==> src/rtl/ssu_pkg.sv <==
// Shared superscalar issue types and constants.
// Instruction word type, NOP encoding and default buffer depth.
package ssu_pkg;
  typedef logic [31:0] ins_t;
  localparam ins_t NOP = 32'h0000_0013;
  localparam int DEF_DEPTH = 4;
endpackage

==> src/rtl/ins_pair_buffer.sv <==
// Instruction pair buffer feeding the SSU Ins1/Ins2 inputs.
// Optional PAIR_BUF_STATS_EN adds dual_cnt/single_cnt counters.
module ins_pair_buffer
  import ssu_pkg::*;
#(
  parameter int          DEPTH    = DEF_DEPTH,
  parameter logic [31:0] RESET_PC = 32'h0000_0000
) (
  input  logic        clk,
  input  logic        reset,
  input  logic        mem_valid,
  input  ins_t        mem_rdata,
  output logic        mem_ready,
  output logic [31:0] fetch_pc,
  output ins_t        Ins1,
  output ins_t        Ins2,
  output logic        v1,
  output logic        v2,
  output logic [31:0] pc1,
  input  logic        adv,
  input  logic        dual,
  input  logic        flush,
  input  logic [31:0] flush_pc
`ifdef PAIR_BUF_STATS_EN
  ,
  output logic [31:0] dual_cnt,
  output logic [31:0] single_cnt
`endif
);

  localparam int PW = $clog2(DEPTH);
  localparam int CW = PW + 1;
  localparam logic [CW-1:0] FULL = CW'(DEPTH);

  ins_t          mem [DEPTH];
  logic [PW-1:0] head;
  logic [PW-1:0] tail;
  logic [PW-1:0] head1;
  logic [CW-1:0] count;
  logic [1:0]    take;
  logic          acc;

  assign mem_ready = count < FULL;
  assign v1 = count != '0;
  assign v2 = count >= CW'(2);
  assign head1 = head + PW'(1);
  assign Ins1 = v1 ? mem[head] : NOP;
  assign Ins2 = v2 ? mem[head1] : NOP;

  // Consume amount; dual degrades to single when only one word is held.
  always_comb begin
    take = 2'd0;
    if (dual && v2)
      take = 2'd2;
    else if ((adv || dual) && v1)
      take = 2'd1;
  end

  // A full buffer still takes a word when a slot frees this cycle.
  always_comb begin
    acc = 1'b0;
    if (mem_valid && (mem_ready || take != 2'd0))
      acc = 1'b1;
  end

  // Pointer, count and PC state; reset beats flush beats normal flow.
  always_ff @(posedge clk) begin
    if (reset) begin
      head     <= '0;
      tail     <= '0;
      count    <= '0;
      fetch_pc <= RESET_PC;
      pc1      <= RESET_PC;
    end else if (flush) begin
      head     <= '0;
      tail     <= '0;
      count    <= '0;
      fetch_pc <= flush_pc;
      pc1      <= flush_pc;
    end else begin
      if (acc) begin
        tail     <= tail + PW'(1);
        fetch_pc <= fetch_pc + 32'd4;
      end
      head  <= head + PW'(take);
      pc1   <= pc1 + {28'd0, take, 2'b00};
      count <= count + CW'(acc) - CW'(take);
    end
  end

  // Storage write; contents need no reset since count gates visibility.
  always_ff @(posedge clk) begin
    if (!reset && !flush && acc)
      mem[tail] <= mem_rdata;
  end

`ifdef PAIR_BUF_STATS_EN
  // Issue statistics survive flush and wrap silently.
  always_ff @(posedge clk) begin
    if (reset) begin
      dual_cnt   <= '0;
      single_cnt <= '0;
    end else if (!flush) begin
      if (take == 2'd2)
        dual_cnt <= dual_cnt + 32'd1;
      if (take == 2'd1)
        single_cnt <= single_cnt + 32'd1;
    end
  end
`endif

endmodule

==> config.mk <==
export PLATFORM = sky130hd
export DESIGN_NAME = ins_pair_buffer
export DESIGN_NICKNAME = d
export VERILOG_FILES = /design/src/rtl/ssu_pkg.sv /design/src/rtl/ins_pair_buffer.sv
export SDC_FILE = /design/constraint.sdc
export NUM_CORES = 1
export LEC_CHECK = 0
export ABC_AREA = 1
export BUFFER_PORTS_ARGS = -buffer_cell sky130_fd_sc_hd__buf_2
export CAP_MARGIN = 20
export CORE_MARGIN = 8
export CORE_UTILIZATION = 50
export CTS_CLUSTER_DIAMETER = 200
export DETAILED_ROUTE_END_ITERATION = 8
export PLACE_DENSITY_LB_ADDON = 0.2
export SLEW_MARGIN = 0
export SYNTH_ARGS = -nofsm -noshare
export SYNTH_HDL_FRONTEND = slang
export SYNTH_SLANG_ARGS = --single-unit
==> constraint.sdc <==
create_clock -name clk -period 4.7 [get_ports clk]
set_clock_uncertainty 0.15 [all_clocks]
set_input_delay 0.235 -clock clk [delete_from_list [all_inputs] [get_ports clk]]
set_output_delay 0.235 -clock clk [all_outputs]
set_load 0.05 [all_outputs]
==> impl_metrics.ini <==
[run_status]
status = complete, no violations

[critical_path]
r2r-end = count[2]
critPathCaptureType = primary output
r2r_setup_slack_ns = 1.61
crit_type = register to primary output
rr_worst_depth = 15
worstPathArrival_ns = 3.25
path_max_fanout = 50
r2r_start = count[1]
setup.worst_path.start_class = register
required_ns = 4.32

[die]
fp.dieArea_um2 = 26160
initial_core_util_pct = 50.67
core_um2 = 20960
die_y_um = 161.7
rows = 53
die_width_um = 161.7
io_pins = 201

[timing]
timing.hold.ws_ns = 0.02436
period_share_pct = 77.38
slew-limit-headroom_pct = 35.56
tightest_slew_ns = 0.9655
grt_setup_unrepaired = no
finalHoldViolCount = 0
max_freq_ghz = 0.2750
layout_min_cycle_time_ns = 3.637
timing.final.max_slew_violations = 0
setup_viol = 0
totalNegativeSetupSlack_ns = 0

[grt]
grt_pass1_wl_mm = 51.12
grt_pass1_vias = 9611
grt_overflow = 0
grt_antenna_before_repair = 0
grt_max_degree = 86
grt_util_all_layers_pct = 24.69

[layout]
fin_nets = 1667
layout-drive-gt1-share_pct = 18.46
fillers = 1841
antenna-diode-count = 0
final_cell_area_um2 = 13110
final_cell_mix = nand2_1 (398), buf_2 (200), inv_1 (140), nor2_1 (140), edfxtp_1 (128)
final_common_cell = nand2_1
area_growth_pct = 23.43

[clock_tree]
cts_resized = 0
clk_latency_ns = 0.44
root_buffer = clkbuf_16
tritoncts = done
clkSinkCount = 199
cts_buffer_depth = 2
numCtsBuffers = 17
cts_htree_levels = 4
path_clk_slew_ns = 0.08

[detailed_routing]
drc = 0
drtIter0Drc = 1020
detail-route-antenna-nets = 0
vias = 10114
avgViaCountPerCell = 5.400
routedWlPerCell_um = 17.38
firstDrtPassIters = 5
drt-total-wl_mm = 32.56

[hold_path]
min-delay-start = flush_pc[18]
hold_end = pc1[18]
hold_class = primary input to register
hold_depth = 3

[synthesis]
synth_seq_area_share_pct = 49.59
avgSynthCellArea_um2 = 7.865
synth_cells = 1350
ys.warnings.count = 0
synthArstFlopShare_pct = 0
syn_area_um2 = 10620
synth_flop_cell = edfxtp_1
syn-num-nets = 1432
synth.distinct_cells = 40
ys_seq_elements = 199
synth_edf_count = 128

[placement]
io_buffers = 200
dpl.hpwl_mm = 22.28
gp_congestion = 0.9280
place_area_um2 = 11840

[power_and_ir_drop]
power.density_nw_per_um2 = 445.5
p_leak_uw = 0.005528
ir_drop_mv = 0.2682

[job]
drv_cap = 0
## per-stage QoR
stage / power [uW] / utilization (%) / std cells / worst slack (ns)
after floorplan: 3751 / - / 1350 / 1.638
after global placement: 4346 / 56.40 / 1776 / 1.668
after detailed placement: 4371 / 56.50 / 1777 / 1.568
after CTS: 5848 / 62.18 / 1870 / 1.090
after global routing: 6084 / 62.54 / 1873 / 0.9468
final: 5839 / 62.54 / 1873 / 1.063
## layer usage
| metal | share of wire, % | global-route usage, % |
|---|---|---|
| met1 | 40 | 29.74 |
| met3 | 9.2 | 5.796 |
| met5 | 0 | 0 |
| met4 | 2.5 | 8.586 |
| met2 | 48 | 42.63 |
## logic make-up (layout without fill, tap and decap cells)
family | count (synthesis) | after routing | synth area share [%]
simple gates | 660 | 660 | 26.27
compound gates | 250 | 250 | 13.38
buf+inv | 212 | 460 | 7.884
flops | 199 | 199 | 49.59
xor+xnor | 17 | 17 | 1.402
fa+ha+maj | 12 | 12 | 1.485
## sequential cells by signal, indices dropped and copies added (netlist names)
name / count
pc1: 32
count: 3
mem: 128
tail: 2
fetch_pc: 32
head: 2
## repair_timing
action / 4_1_cts / 5_1_grt
setup endpoints to repair: 0 / 0
hold buffers: 61 / 0
hold endpoints to repair: 168 / 0
setup buffers: 0 / 0
## worst max-delay path: stages, from the launching register on
cell and delay [ns]:
dfxtp_2 0.58, buf_4 0.57, nor2_2 0.10, inv_1 0.72
buf_4 0.28, nand2_1 0.06, a31oi_1 0.18, buf_2 0.30
## cell usage after synthesis (3+ instances only)
master    number  share of area, %
o211ai_1      31               2.2
clkbuf_1      33               1.2
o21ai_0       99               4.7
a21oi_1       59               2.8
nand4_1       17               1.0
nand3_1       49               2.3
nand2_1      398                14
nor2_1       146               5.2
buf_1          6              0.21
inv_2         10              0.35
dfxtp_1       71                13
xor2_1         9              0.74
nand2_4        3              0.32
ha_1          11               1.3
o221ai_1       3              0.25
nor2_2         5              0.29
nor3_1        14              0.66
edfxtp_1     128                36
buf_2         18              0.85
a31oi_1       32               1.9
nand3b_1       7              0.49
inv_1        140               4.9
xnor2_1        8              0.66
o21ai_1       10              0.47
nor2_4         9              0.95
o22ai_1        6              0.35
nand2_2        8              0.47
## cell type report
| type | count | area, um^2 | area share, % |
|---|---|---|---|
| sequential | 199 | 5270 | 40.21 |
| multi-input combinational | 939 | 4551 | 34.72 |
| timing repair buffer | 276 | 1789 | 13.65 |
| inverter | 152 | 570.5 | 4.354 |
| clock buffer | 17 | 425.4 | 3.246 |
| tap | 275 | 344.1 | 2.626 |
| clock inverter | 15 | 155.1 | 1.184 |
## worst max path at each step
| stage | from | end | slack, ns | cells past startpoint |
|---|---|---|---|---|
| after floorplan | count[2] | count[2] | 1.64 | 14 |
| after global placement | head[1] | Ins2[10] | 1.67 | 7 |
| after detailed placement | head[1] | Ins2[15] | 1.57 | 7 |
| after CTS | head[1] | Ins2[15] | 1.09 | 7 |
| after global routing | head[1] | Ins2[15] | 0.95 | 7 |
| final | head[1] | Ins2[15] | 1.06 | 7 |
## power by group
part | switching (uW) | internal [uW] | total [uW]
Sequential | 87.3 | 1920 | 2010
Clock | 706 | 756 | 1460
Combinational | 1840 | 531 | 2370
Power figures use the tool's default switching activity.
